`src/rtl/branch_control_unit.sv`:
```
// Decode-stage control-flow unit: jump/branch redirects, CALL/RET through a
// hardware return-address stack, and a single-level interrupt entry/RETI FSM.
module branch_control_unit #(
  parameter int               ADDR_W      = 8,
  parameter int               INS_W       = 24,
  parameter int               FLAG_W      = 4,
  parameter int               STACK_DEPTH = 4,
  parameter logic [ADDR_W-1:0] ISR_VECTOR = 8'hF0
) (
  input  logic              clk,
  input  logic              reset,
  input  logic [INS_W-1:0]  ins,
  input  logic              ins_valid,
  input  logic [ADDR_W-1:0] cur_addr,
  input  logic [FLAG_W-1:0] flag_ex,
  input  logic              interrupt,
  output logic [ADDR_W-1:0] jmp_loc,
  output logic              pc_mux_sel,
  output logic              flag_restore,
  output logic [FLAG_W-1:0] flag_restore_val,
  output logic              in_isr,
  output logic              stk_overflow,
  output logic              stk_underflow
);

  localparam int SP_W  = $clog2(STACK_DEPTH + 1);
  localparam int IDX_W = (STACK_DEPTH > 1) ? $clog2(STACK_DEPTH) : 1;

  localparam logic [SP_W-1:0]   SP_ONE   = {{(SP_W-1){1'b0}}, 1'b1};
  localparam logic [SP_W-1:0]   SP_FULL  = SP_W'(STACK_DEPTH);
  localparam logic [ADDR_W-1:0] ADDR_ONE = {{(ADDR_W-1){1'b0}}, 1'b1};

  localparam logic [4:0] OP_JMP  = 5'b11000;
  localparam logic [4:0] OP_CALL = 5'b11001;
  localparam logic [4:0] OP_JC   = 5'b11100;
  localparam logic [4:0] OP_JNC  = 5'b11101;
  localparam logic [4:0] OP_JZ   = 5'b11110;
  localparam logic [4:0] OP_JNZ  = 5'b11111;
  localparam logic [4:0] OP_RET  = 5'b10000;
  localparam logic [4:0] OP_RETI = 5'b10001;

  localparam logic [1:0] ST_IDLE  = 2'd0;
  localparam logic [1:0] ST_ENTER = 2'd1;
  localparam logic [1:0] ST_ISR   = 2'd2;

  logic [1:0]        state_r;
  logic [ADDR_W-1:0] ret_shadow_r;
  logic [FLAG_W-1:0] flag_shadow_r;
  logic [SP_W-1:0]   sp_r;
  logic [ADDR_W-1:0] stack_r [STACK_DEPTH];
  logic              overflow_r;
  logic              underflow_r;

  logic [4:0]        opcode_s;
  logic [ADDR_W-1:0] target_s;
  logic [ADDR_W-1:0] ret_addr_s;
  logic [SP_W-1:0]   top_idx_s;
  logic [ADDR_W-1:0] stack_top_s;
  logic              stk_full_s;
  logic              stk_empty_s;
  logic              sel_s;
  logic [ADDR_W-1:0] loc_s;
  logic              push_s;
  logic              pop_s;
  logic              ovf_set_s;
  logic              unf_set_s;
  logic              reti_s;
  logic              unused_s;

  // Condition evaluation for the unconditional and flag-based jumps.
  function automatic logic branch_taken(input logic [4:0] op, input logic [FLAG_W-1:0] f);
    logic taken;
    case (op)
      OP_JMP:  taken = 1'b1;
      OP_JC:   taken = f[0];
      OP_JNC:  taken = ~f[0];
      OP_JZ:   taken = f[1];
      OP_JNZ:  taken = ~f[1];
      default: taken = 1'b0;
    endcase
    return taken;
  endfunction

  assign opcode_s    = ins[INS_W-1 -: 5];
  assign target_s    = ins[ADDR_W-1:0];
  assign ret_addr_s  = cur_addr + ADDR_ONE;
  assign top_idx_s   = sp_r - SP_ONE;
  assign stack_top_s = stack_r[top_idx_s[IDX_W-1:0]];
  assign stk_full_s  = (sp_r == SP_FULL);
  assign stk_empty_s = (sp_r == {SP_W{1'b0}});
  assign unused_s    = ^ins[INS_W-6:ADDR_W];

  // Redirect decision; the ENTER cycle squashes whatever sits in decode.
  always_comb begin
    sel_s     = 1'b0;
    loc_s     = {ADDR_W{1'b0}};
    push_s    = 1'b0;
    pop_s     = 1'b0;
    ovf_set_s = 1'b0;
    unf_set_s = 1'b0;
    reti_s    = 1'b0;
    if (reset) begin
      sel_s = 1'b0;
    end else if (state_r == ST_ENTER) begin
      sel_s = 1'b1;
      loc_s = ISR_VECTOR;
    end else if (ins_valid) begin
      case (opcode_s)
        OP_JMP, OP_JC, OP_JNC, OP_JZ, OP_JNZ: begin
          if (branch_taken(opcode_s, flag_ex)) begin
            sel_s = 1'b1;
            loc_s = target_s;
          end else begin
            sel_s = 1'b0;
          end
        end
        OP_CALL: begin
          if (stk_full_s) begin
            ovf_set_s = 1'b1;
          end else begin
            sel_s  = 1'b1;
            loc_s  = target_s;
            push_s = 1'b1;
          end
        end
        OP_RET: begin
          if (stk_empty_s) begin
            unf_set_s = 1'b1;
          end else begin
            sel_s = 1'b1;
            loc_s = stack_top_s;
            pop_s = 1'b1;
          end
        end
        OP_RETI: begin
          // Outside the ISR a RETI has nothing to return to and is a NOP.
          if (state_r == ST_ISR) begin
            sel_s  = 1'b1;
            loc_s  = ret_shadow_r;
            reti_s = 1'b1;
          end else begin
            reti_s = 1'b0;
          end
        end
        default: sel_s = 1'b0;
      endcase
    end else begin
      sel_s = 1'b0;
    end
  end

  // Interrupt FSM and the return/flag shadows captured on entry.
  always_ff @(posedge clk) begin
    if (reset) begin
      state_r       <= ST_IDLE;
      ret_shadow_r  <= {ADDR_W{1'b0}};
      flag_shadow_r <= {FLAG_W{1'b0}};
    end else begin
      case (state_r)
        ST_IDLE: begin
          if (interrupt) begin
            state_r <= ST_ENTER;
          end else begin
            state_r <= ST_IDLE;
          end
        end
        ST_ENTER: begin
          ret_shadow_r  <= cur_addr;
          flag_shadow_r <= flag_ex;
          state_r       <= ST_ISR;
        end
        ST_ISR: begin
          if (reti_s) begin
            state_r <= ST_IDLE;
          end else begin
            state_r <= ST_ISR;
          end
        end
        default: state_r <= ST_IDLE;
      endcase
    end
  end

  // Return-address stack; sp saturates at both ends instead of wrapping.
  always_ff @(posedge clk) begin
    if (reset) begin
      sp_r <= {SP_W{1'b0}};
      for (int i = 0; i < STACK_DEPTH; i++) begin
        stack_r[i] <= {ADDR_W{1'b0}};
      end
    end else if (push_s) begin
      stack_r[sp_r[IDX_W-1:0]] <= ret_addr_s;
      sp_r                     <= sp_r + SP_ONE;
    end else if (pop_s) begin
      sp_r <= sp_r - SP_ONE;
    end else begin
      sp_r <= sp_r;
    end
  end

  // Sticky stack error flags.
  always_ff @(posedge clk) begin
    if (reset) begin
      overflow_r  <= 1'b0;
      underflow_r <= 1'b0;
    end else begin
      overflow_r  <= overflow_r | ovf_set_s;
      underflow_r <= underflow_r | unf_set_s;
    end
  end

  assign jmp_loc          = loc_s;
  assign pc_mux_sel       = sel_s;
  assign flag_restore     = reti_s;
  assign flag_restore_val = flag_shadow_r;
  assign in_isr           = (state_r == ST_ISR);
  assign stk_overflow     = overflow_r;
  assign stk_underflow    = underflow_r;

endmodule

```
`config.mk`:
```
export PLATFORM = sky130hd
export DESIGN_NAME = branch_control_unit
export DESIGN_NICKNAME = d
export VERILOG_FILES = /design/src/rtl/branch_control_unit.sv
export SDC_FILE = /design/constraint.sdc
export NUM_CORES = 1
export LEC_CHECK = 0
export CORE_UTILIZATION = 51
export DETAILED_ROUTE_END_ITERATION = 10
export PLACE_DENSITY = 0.76
export REMOVE_ABC_BUFFERS = 1
export SETUP_SLACK_MARGIN = 0.4
export SYNTH_ARGS = -nofsm -noshare
export SYNTH_HDL_FRONTEND = slang
export SYNTH_SLANG_ARGS = --single-unit
```
`constraint.sdc`:
```
create_clock -name clk -period 3.5 [get_ports clk]
set_input_delay 1.05 -clock clk [delete_from_list [all_inputs] [get_ports clk]]
set_output_delay 1.05 -clock clk [all_outputs]
set_load 0.005 [all_outputs]
```
==> results of run 1 <==
## power by group through the flow
stage | clock network [mW] | registers (mW) | logic, mW
after floorplan | 0 | 0.678 | 0.0714
after global placement | 0 | 0.679 | 0.179
after detailed placement | 0 | 0.681 | 0.181
after CTS | 0.348 | 0.667 | 0.202
after global routing | 0.374 | 0.670 | 0.222
final | 0.341 | 0.668 | 0.209
## final cells by class
cell class                 instances  area [µm²]
clock buffer                       6        72.6
sequential                        51        1340
tap                               67        83.8
multi-input combinational        189        1410
fill                             332        1070
clock inverter                     2        12.5
timing repair buffer             102         873
inverter                           5        18.8
## sequential cells by signal, summed over array words and instances, names as in the netlist
register	count
stack_r	32
ret_shadow_r	8
flag_restore_val	4
sp_r	3
state_r	2
stk_overflow	1
stk_underflow	1
## metal layers
layer  vias up  wire length, µm
met5         -                0
met4         0               87
met3        10              484
met2        96             4020
met1      1167             3040
li1       1146                -
## final timing paths
kind                                            end  slack [ns]  depth (start not counted)
worst max-delay path                     jmp_loc[6]        0.11                          8
worst min-delay path            flag_restore_val[2]        0.46                          2
worst max register to register        stack_r[3][7]        1.24                          9
worst min register to register  flag_restore_val[2]        0.46                          2
## repair_timing
item | in CTS | in global routing
buffers inserted | 12 | 2
setup endpoints to repair | 10 | 10
pin swaps | 25 | 3
gates resized for setup | 117 | 7
## layout by cell type (no fill, tap or decap), types with 5 or more instances in the layout
| cell type | count |
|---|---|
| buf_4 | 46 |
| buf_6 | 12 |
| o211ai_1 | 5 |
| a21oi_1 | 16 |
| clkdlybuf4s50_1 | 26 |
| o22ai_1 | 6 |
| buf_2 | 13 |
| clkbuf_8 | 5 |
| edfxtp_1 | 32 |
| nand2_1 | 37 |
| dfxtp_1 | 19 |
| nor2_1 | 38 |
| mux4_2 | 8 |
## tightest hold or removal path: cells and delay by family, from the launching register on
kind               cells  cell delay (ns)
and+or+nand+nor        1             0.05
DFF                    1             0.32
AOI/OAI and AO/OA      1             0.05
## cell usage after synthesis (all sizes together)
master | n | share of area [%]
a21oi | 17 | 3.2
a221oi | 4 | 1.3
a22o | 1 | 0.33
a22oi | 4 | 1.1
a32oi | 1 | 0.33
a41o | 1 | 0.37
a41oi | 1 | 0.33
and2 | 6 | 1.4
and3 | 5 | 1.2
and3b | 1 | 0.33
and4 | 1 | 0.33
buf | 5 | 0.94
clkbuf | 8 | 1.1
clkinv | 1 | 0.14
dfxtp | 19 | 14
edfxtp | 32 | 36
ha | 4 | 1.9
inv | 4 | 0.56
mux2 | 1 | 0.42
mux2i | 1 | 0.37
mux4 | 8 | 6.7
nand2 | 39 | 5.6
nand2b | 3 | 0.70
nand3 | 3 | 0.56
nand4 | 4 | 1.6
nor2 | 39 | 5.5
nor2b | 6 | 1.4
nor3 | 1 | 0.19
nor3b | 1 | 0.28
nor4 | 2 | 1.0
nor4b | 2 | 0.89
o2111a | 1 | 0.42
o2111ai | 1 | 0.33
o211a | 1 | 0.37
o211ai | 5 | 1.4
o21ai | 2 | 0.37
o221ai | 1 | 0.33
o22ai | 8 | 1.9
o31a | 1 | 0.33
o31ai | 4 | 1.3
or3b | 1 | 0.33
or4 | 1 | 0.28
xnor2 | 2 | 0.66
xor2 | 5 | 1.6
## cell families after synthesis
logic type,share of synthesized area [%]
AND/OR/NAND/NOR,21.6
AO/OA/AOI/OAI,13.7
flip-flops,50.2
buffers and inverters,2.76
multiplexers,7.54
XOR/XNOR,2.30
adder cells (fa/ha/maj),1.87
==> load_flow_metrics.sql, run 1 <==
INSERT INTO impl_metrics (metric_group, metric, value, unit) VALUES
('critical_path', 'critical_path_peak_fanout', '4', ''),
('routing', 'detail_route.first_pass.iterations', '4', ''),
('power', 'pd_cells', '319', 'mW/mm²'),
('cells_and_area', 'layout_utilization', '78.1', '%'),
('critical_path', 'timing.critical_path.arrival', '2.34', 'ns'),
('timing', 'max-slew-margin-rel', '73.3', '%'),
('power', 'power.share.clock', '28.0', '%'),
('power', 'netSwitchingFraction', '25.6', '%'),
('clock_tree', 'clockBufferDepth', '2', ''),
('critical_path', 'timing_worst_setup_path_type', 'in2out', ''),
('power', 'p_total', '1.22', 'mW'),
('synthesis', 'yosysUniqueCellTypes', '51', ''),
('routing', 'vias', '2419', ''),
('timing', 'finalMaxSlewViolations', '0', ''),
('clock_tree', 'postCtsHoldBufs', '0', ''),
('timing', 'hold_viol_final', '0', ''),
('timing', 'finalWorstPathRequiredPeriod', '3.39', 'ns'),
('synthesis', 'register_bit_total_from_synthesis', '51', ''),
('global_route', 'grt_antenna_before_repair', '0', ''),
('critical_path', 'cp-startpoint', 'ins[20]', ''),
('die', 'die-height', '74.4', 'µm'),
('min_path', 'timing.hold.worst.class', 'reg2reg', ''),
('placement', 'dpl-instance-area', '0.00349', 'mm²'),
('synthesis', 'avgSynthCellArea', '10.4', 'µm²'),
('min_path', 'worst_hold_startpoint', 'flag_restore_val[2]', ''),
('cells_and_area', 'drive_above_1_share', '33.5', '%'),
('placement', 'port_buffers', '45', ''),
('global_route', 'use_met2', '51.7', '%'),
('global_route', 'grt_pass1_wl', '11.7', 'mm'),
('synthesis', 'syn_area', '0.00267', 'mm²'),
('critical_path', 'critical_path.endpoint_type', 'output pin', ''),
('synthesis', 'post_synth_inst_count', '258', ''),
('die', 'initial_utilization', '54.7', '%'),
('clock_tree', 'clock_sink_count', '51', ''),
('timing', 'whs', '0.459', 'ns'),
('global_route', 'grt_pass1_vias', '2442', ''),
('critical_path', 'critPathRequiredTime', '2.45', 'ns'),
('clock_tree', 'clkLatencyLatePin', '0.31', 'ns'),
('global_route', 'groute.layer.met1.usage', '36.1', '%'),
('die', 'floorplan.core_area', '0.00488', 'mm²'),
('placement', 'post-place-cells', '400', ''),
('cells_and_area', 'insertedDiodeCount', '0', ''),
('cells_and_area', 'finish.instance_area', '0.00381', 'mm²'),
('placement', 'gpl.final_weighted_congestion', '0.897', ''),
('timing', 'worst_pin_slew', '0.397', 'ns'),
('critical_path', 'r2r-start', 'sp_r[0]', ''),
('timing', 'final-setup-viol-count', '0', ''),
('placement', 'detailedPlace.worstSlack', '-0.734', 'ns'),
('global_route', 'grt_max_degree', '20', ''),
('global_route', 'grt_usage', '29.0', '%'),
('synthesis', 'synth-seq-area-share', '50.2', '%'),
('timing', 'setup_tns', '0', 'ns'),
('timing', 'rsz0062_at_grt', 'true', ''),
('cells_and_area', 'design.final.nets', '398', ''),
('timing', 'fmax', '0.295', 'GHz'),
('timing', 'skew_final', '0.00902', 'ns'),
('timing', 'final_min_period_over_clock_period', '96.9', '%'),
('power', 'cellInternalPower', '905', 'µW'),
('routing', 'number_of_remaining_drc_errors', '0', ''),
('routing', 'route.detailed.wl_per_inst', '18.1', 'µm'),
('critical_path', 'worst_path_most_repeated_cell', 'buf_6', ''),
('run_status', 'outcome', 'finished, final reports clean', ''),
('power', 'sequentialPowerShare', '54.8', '%'),
('critical_path', 'timing.critical_path.max_delay_family', 'simple AND/OR/NAND/NOR gates', ''),
('power', 'peakVddDrop', '0.000285', 'V'),
('power', 'switching_power', '312', 'µW'),
('cells_and_area', 'flow.area_growth_from_synthesis', '42.7', '%'),
('clock_tree', 'tritoncts', 'yes', ''),
('critical_path', 'worst_setup_path_start_kind', 'input pin', ''),
('critical_path', 'path_cells', 'buf_6, or3b_4, nor2_4, o31ai_4, buf_6, buf_6, o22ai_2, buf_2', ''),
('timing', 'setup_slack', '0.108', 'ns');
No activity file was read; power rests on OpenSTA's default activity.
==> run 2: changes to the inputs <==
--- a/config.mk
+++ b/config.mk
@@ -5,6 +5,7 @@
 export SDC_FILE = /design/constraint.sdc
 export NUM_CORES = 1
 export LEC_CHECK = 0
+export CORE_MARGIN = 5
 export CORE_UTILIZATION = 51
 export DETAILED_ROUTE_END_ITERATION = 10
 export PLACE_DENSITY = 0.76
==> load_flow_metrics.sql, run 2 (same netlist as run 1, synthesis figures left out) <==
INSERT INTO impl_metrics (metric_group, metric, value, unit) VALUES
('critical_path', 'critical_path.endpoint_type', 'output pin', ''),
('clock_tree', 'clock_sink_count', '51', ''),
('run', 'cap_viol_max_count', '0', ''),
('timing', 'finalMaxSlewViolations', '0', ''),
('min_path', 'timing.hold.worst.class', 'reg2reg', ''),
('critical_path', 'worst_setup_path_start_kind', 'input pin', ''),
('critical_path', 'timing.critical_path.max_delay_family', 'buffers and inverters', ''),
('clock_tree', 'numCtsBuffers', '5', ''),
('clock_tree', 'htree_num_levels', '2', ''),
('cells_and_area', 'insertedDiodeCount', '0', ''),
('power', 'peakVddDrop', '0.000259', 'V'),
('placement', 'dp_wirelength', '5.22', 'mm'),
('run_status', 'outcome', 'finished, final reports clean', ''),
('global_route', 'grt_usage', '25.0', '%'),
('clock_tree', 'tritoncts', 'yes', ''),
('clock_tree', 'clockBufferDepth', '2', ''),
('critical_path', 'critPathMaxStageDelay', '0.32', 'ns'),
('timing', 'hold_viol_final', '0', ''),
('timing', 'worst_pin_slew', '0.464', 'ns'),
('power', 'pd_cells', '320', 'mW/mm²'),
('placement', 'gpl.final_weighted_congestion', '0.871', ''),
('die', 'die-height', '82.4', 'µm'),
('power', 'p_total', '1.23', 'mW'),
('timing', 'final_min_period_over_clock_period', '96.7', '%'),
('cells_and_area', 'most-common-layout-cells', 'buf_4 (41), nor2_1 (37), nand2_1 (37)', ''),
('die', 'row_count', '26', ''),
('routing', 'post_drt_via_cell_ratio', '5.79', ''),
('cells_and_area', 'flow.area_growth_from_synthesis', '44.2', '%'),
('cells_and_area', 'max_flop_register', 'stack_r', ''),
('cells_and_area', 'fin_cells', '422', ''),
('power', 'power.static_leakage', '1.48', 'nW'),
('clock_tree', 'postCtsHoldBufs', '0', ''),
('critical_path', 'critical-path-slowest-cell', 'a221oi_4', ''),
('routing', 'finalWirelength', '8.09', 'mm'),
('routing', 'route.antenna.remaining_nets', '0', ''),
('cells_and_area', 'design.final.nets', '395', ''),
('cells_and_area', 'largest_register_ff_count', '32', ''),
('routing', 'number_of_remaining_drc_errors', '0', ''),
('clock_tree', 'cts.reportedPaths.clkPinSlew', '0.09', 'ns'),
('timing', 'final-setup-viol-count', '0', ''),
('global_route', 'grt_pass1_wl', '12.5', 'mm'),
('routing', 'vias', '2445', ''),
('critical_path', 'buffering_stage_count_on_the_worst_path_with_inverters_included', '4', ''),
('cells_and_area', 'drive_above_1_share', '34.4', '%'),
('die', 'fp.dieArea', '0.00679', 'mm²'),
('die', 'initial_utilization', '52.3', '%'),
('global_route', 'grt_antenna_before_repair', '0', ''),
('routing', 'route.detailed.wl_per_inst', '19.2', 'µm'),
('global_route', 'grt_pass1_vias', '2601', ''),
('critical_path', 'critPathRequiredTime', '2.45', 'ns'),
('placement', 'port_buffers', '45', ''),
('critical_path', 'timing.reg2reg.setup_slack', '1.37', 'ns'),
('timing', 'rsz0062_at_grt', 'true', ''),
('placement', 'post-place-cells', '395', ''),
('critical_path', 'timing.critical_path.arrival', '2.33', 'ns'),
('die', 'top_level_ports', '57', ''),
('critical_path', 'worst_path_most_repeated_cell', 'buf_6', ''),
('timing', 'finalWorstPathRequiredPeriod', '3.38', 'ns'),
('global_route', 'grt_remaining_overflow', '0', ''),
('clock_tree', 'clock-root-buffer', 'clkbuf_8', ''),
('timing', 'fmax', '0.296', 'GHz'),
('die', 'die_wd', '82.4', 'µm'),
('die', 'floorplan.core_area', '0.00511', 'mm²'),
('timing', 'skew_final', '0.00628', 'ns'),
('routing', 'first_iter_violations', '178', ''),
('critical_path', 'path_cells', 'buf_8, buf_6, and3b_1, and2_4, buf_6, a221oi_4, o22ai_1, buf_2', ''),
('clock_tree', 'clkLatencyLatePin', '0.30', 'ns'),
('critical_path', 'critical_path_peak_fanout', '4', ''),
('timing', 'max-slew-margin-rel', '68.9', '%'),
('critical_path', 'timing_worst_setup_path_type', 'in2out', ''),
('cells_and_area', 'layout.cells.most_common', 'buf_4', ''),
('routing', 'detail_route.first_pass.iterations', '4', ''),
('global_route', 'grt_max_degree', '20', '');
## run 2: path summary, 6_finish.rpt
check,startpoint,to,cells past startpoint
worst max-delay path,ins[19],jmp_loc[5],8
worst min-delay path,ret_shadow_r[2],ret_shadow_r[2],2
worst max register to register,sp_r[0],stack_r[3][2],8
worst min register to register,ret_shadow_r[2],ret_shadow_r[2],2
## run 2: report_power, final
group | switching [mW] | total, mW | leakage [nW] | internal (mW)
combinational | 0.104 | 0.210 | 0.945 | 0.106
clock | 0.192 | 0.355 | 0.0484 | 0.162
sequential | 0.0101 | 0.668 | 0.487 | 0.657
## run 2: per-stage QoR
step | hold slack, ns | instance area, µm² | setup WS, ns | util, % | TNS, ns
final | 0.459 | 3850 | 0.116 | 75.4 | 0
after floorplan | 0.430 | 2620 | 0.260 | - | 0
after global placement | 0.442 | 3420 | -0.730 | 67.0 | -6.64
after detailed placement | 0.447 | 3420 | -0.775 | 67.0 | -6.94
after CTS | 0.459 | 3780 | 0.114 | 74.0 | 0
after global routing | 0.491 | 3850 | 0.0703 | 75.4 | 0
## run 2: worst register-to-register path, stage by stage, from the launching register on
cell     delay, ns
dfxtp_1       0.35
inv_1         0.12
ha_2          0.23
and2_2        0.27
nor3_4        0.27
buf_4         0.15
buf_4         0.11
a41o_1        0.16
buf_4         0.18
## run 2: final cells by class
cell class | count | area, µm²
clock inverter | 1 | 8.76
clock buffer | 7 | 86.3
fill | 343 | 1250
multi-input combinational | 189 | 1450
timing repair buffer | 99 | 865
inverter | 5 | 18.8
tap | 70 | 87.6
sequential | 51 | 1340
## run 2: layer usage
layer	track usage [%]	wire length (µm)	vias up
met5	0	0	-
met4	11.5	240	0
met3	4.88	584	24
met2	43.8	4130	106
met1	29.3	3130	1171
li1	-	-	1144
## run 2: timing repair
action                                  CTS  global route
resized for setup                       120            14
endpoints found under the setup margin   26            10
buffers inserted                         15             4
pin swaps                                16             9
==> run 3: changes to the inputs <==
--- a/config.mk
+++ b/config.mk
@@ -5,6 +5,8 @@
 export SDC_FILE = /design/constraint.sdc
 export NUM_CORES = 1
 export LEC_CHECK = 0
+export ABC_CLOCK_PERIOD_IN_PS = 3500
+export CORE_ASPECT_RATIO = 1.75
 export CORE_MARGIN = 5
 export CORE_UTILIZATION = 51
 export DETAILED_ROUTE_END_ITERATION = 10
==> load_flow_metrics.sql, run 3 (same netlist as run 1, synthesis figures left out) <==
INSERT INTO impl_metrics (metric_group, metric, value, unit) VALUES
('critical_path', 'timing.rr.end', 'stack_r[3][0]', ''),
('die', 'row_count', '35', ''),
('global_route', 'grt_max_degree', '20', ''),
('critical_path', 'r2r-start', 'sp_r[1]', ''),
('min_path', 'timing.hold.worst.class', 'reg2reg', ''),
('clock_tree', 'postCtsHoldBufs', '0', ''),
('routing', 'post_drt_via_cell_ratio', '6.07', ''),
('placement', 'detailedPlace.worstSlack', '-0.715', 'ns'),
('routing', 'number_of_remaining_drc_errors', '0', ''),
('power', 'power.static_leakage', '1.43', 'nW'),
('critical_path', 'worst_reg_to_reg_cells', '6', ''),
('power', 'switching_power', '308', 'µW'),
('power', 'sequentialPowerShare', '55.4', '%'),
('power', 'combinational_power_share', '16.5', '%'),
('clock_tree', 'clkLatencyLatePin', '0.30', 'ns'),
('die', 'top_level_ports', '57', ''),
('global_route', 'grt_antenna_before_repair', '0', ''),
('routing', 'detail_route.first_pass.iterations', '4', ''),
('power', 'cellInternalPower', '897', 'µW'),
('cells_and_area', 'flow.area_growth_from_synthesis', '39.3', '%'),
('die', 'die-height', '106', 'µm'),
('clock_tree', 'clockBufferDepth', '2', ''),
('die', 'initial_utilization', '51.7', '%'),
('timing', 'final_min_period_over_clock_period', '97.2', '%'),
('routing', 'first_iter_violations', '120', ''),
('routing', 'finalWirelength', '7.51', 'mm'),
('routing', 'route.detailed.wl_per_inst', '18.8', 'µm'),
('global_route', 'grt_pass1_vias', '2578', ''),
('timing', 'rsz0062_at_grt', 'true', ''),
('placement', 'port_buffers', '45', ''),
('run', 'cap_viol_max_count', '0', ''),
('clock_tree', 'tritoncts', 'yes', ''),
('timing', 'final-setup-viol-count', '0', ''),
('die', 'floorplan.core_area', '0.00517', 'mm²'),
('power', 'netSwitchingFraction', '25.6', '%'),
('clock_tree', 'clock-root-buffer', 'clkbuf_8', ''),
('critical_path', 'timing.reg2reg.setup_slack', '1.37', 'ns'),
('power', 'peakVddDrop', '0.000295', 'V'),
('clock_tree', 'cts.reportedPaths.clkPinSlew', '0.10', 'ns'),
('power', 'power.share.clock', '28.1', '%'),
('cells_and_area', 'multi_input_area', '0.00143', 'mm²'),
('cells_and_area', 'layout_utilization', '72.0', '%'),
('timing', 'finalWorstPathRequiredPeriod', '3.40', 'ns'),
('placement', 'dp_wirelength', '5.65', 'mm'),
('power', 'pd_cells', '324', 'mW/mm²'),
('timing', 'worst_pin_slew', '0.464', 'ns'),
('clock_tree', 'htree_num_levels', '2', ''),
('cells_and_area', 'max_flop_register', 'stack_r', ''),
('timing', 'max-slew-margin-rel', '68.9', '%'),
('cells_and_area', 'design.final.nets', '387', ''),
('timing', 'hold_viol_final', '0', ''),
('cells_and_area', 'most-common-layout-cells', 'nor2_1 (38), nand2_1 (37), buf_4 (37)', ''),
('global_route', 'grt_remaining_overflow', '0', ''),
('routing', 'vias', '2423', ''),
('min_path', 'holdPathEnd', 'flag_restore_val[3]', ''),
('timing', 'finalMaxSlewViolations', '0', ''),
('timing', 'fmax', '0.294', 'GHz'),
('cells_and_area', 'register_area', '0.00134', 'mm²'),
('cells_and_area', 'final.fill_count', '370', ''),
('critical_path', 'critical_path.endpoint_type', 'output pin', ''),
('die', 'die_wd', '64.7', 'µm'),
('timing', 'setup_tns', '0', 'ns'),
('placement', 'gpl.final_weighted_congestion', '0.876', ''),
('min_path', 'worst_hold_startpoint', 'flag_restore_val[3]', ''),
('critical_path', 'critical-path-slowest-cell', 'mux2_4', ''),
('clock_tree', 'numCtsBuffers', '5', ''),
('global_route', 'grt_pass1_wl', '12.2', 'mm'),
('critical_path', 'critical_path_peak_fanout', '6', ''),
('critical_path', 'timing_worst_setup_path_type', 'in2out', ''),
('run_status', 'outcome', 'finished, final reports clean', ''),
('timing', 'setup_slack', '0.0974', 'ns'),
('critical_path', 'worst_setup_path_start_kind', 'input pin', ''),
('min_path', 'hold_depth', '2', ''),
('cells_and_area', 'insertedDiodeCount', '0', ''),
('critical_path', 'timing.critical_path.arrival', '2.35', 'ns'),
('cells_and_area', 'drive_above_1_share', '31.4', '%'),
('global_route', 'grt_usage', '23.4', '%'),
('critical_path', 'critPathMaxStageDelay', '0.27', 'ns'),
('cells_and_area', 'layout.cells.most_common', 'nor2_1', ''),
('die', 'fp.dieArea', '0.00684', 'mm²'),
('cells_and_area', 'largest_register_ff_count', '32', ''),
('routing', 'route.antenna.remaining_nets', '0', ''),
('critical_path', 'path_cells', 'buf_6, buf_6, nor2b_4, mux2_4, o31ai_4, buf_6, buf_6, o22ai_2, buf_2', ''),
('timing', 'skew_final', '0.00608', 'ns'),
('critical_path', 'critPathRequiredTime', '2.45', 'ns'),
('clock_tree', 'clock_sink_count', '51', ''),
('critical_path', 'worst_path_most_repeated_cell', 'buf_6', '');
## run 3: changes by cell type in the layout (fill, tap and decap cells not counted), sizes merged
| cell | change |
|---|---|
| buf | -6 |
| clkbuf | -4 |
| clkinv | +1 |
| inv | +1 |
## run 3: power groups by stage
stage               combinational [mW]  clock, mW  sequential (mW)
finish                           0.198      0.339            0.667
detailed placement               0.174          0            0.680
global route                     0.216      0.365            0.670
CTS                              0.188      0.345            0.667
global placement                 0.171          0            0.679
floorplan                       0.0714          0            0.678
## run 3: final cells by class
| type | instances | share of cell area, % |
|---|---|---|
| clock inverters | 3 | 0.471 |
| clock buffers | 5 | 1.85 |
| well taps | 55 | 1.85 |
| repair buffers | 91 | 20.7 |
| flip-flops and latches | 51 | 36.1 |
| multi-input cells | 189 | 38.5 |
| inverters | 5 | 0.505 |
## run 3: how the worst max path moves through the flow
stage                       start    endpoint  cells after the start
final                     ins[19]  jmp_loc[1]                      9
after global routing      ins[19]  jmp_loc[2]                      9
after CTS                 ins[19]  jmp_loc[1]                      9
after detailed placement  ins[21]  jmp_loc[1]                      7
after global placement    ins[21]  jmp_loc[5]                      7
after floorplan           ins[20]  pc_mux_sel                      4
## run 3: through the flow
step	hold slack [ns]	area, µm²	std cells	power [mW]
after CTS	0.462	3620	397	1.20
after global routing	0.482	3720	399	1.25
after floorplan	0.430	2620	245	0.750
after detailed placement	0.449	3420	382	0.854
after global placement	0.442	3420	382	0.850
final	0.459	3720	399	1.21
## run 3: what timing repair did
action	4_1_cts	5_1_grt
endpoints found under the hold margin	0	0
pin swaps	15	7
setup buffers	7	2
cloned	0	0
resized for setup	104	16
setup endpoints to repair	34	10
## run 3: worst max-delay path: cells and delay by family
kind / cells / cell delay [ns]
AOI/OAI and AO/OA: 2 / 0.29
buffers and inverters: 5 / 0.62
muxes: 1 / 0.27
and+or+nand+nor: 1 / 0.11
## run 3: per-layer routing
layer	share of wire (%)	wire length, µm	GRT usage (%)
met5	0	0	0
met4	4.4	333	13.5
met3	5.6	424	3.84
met2	54	4070	44.2
met1	36	2680	23.1
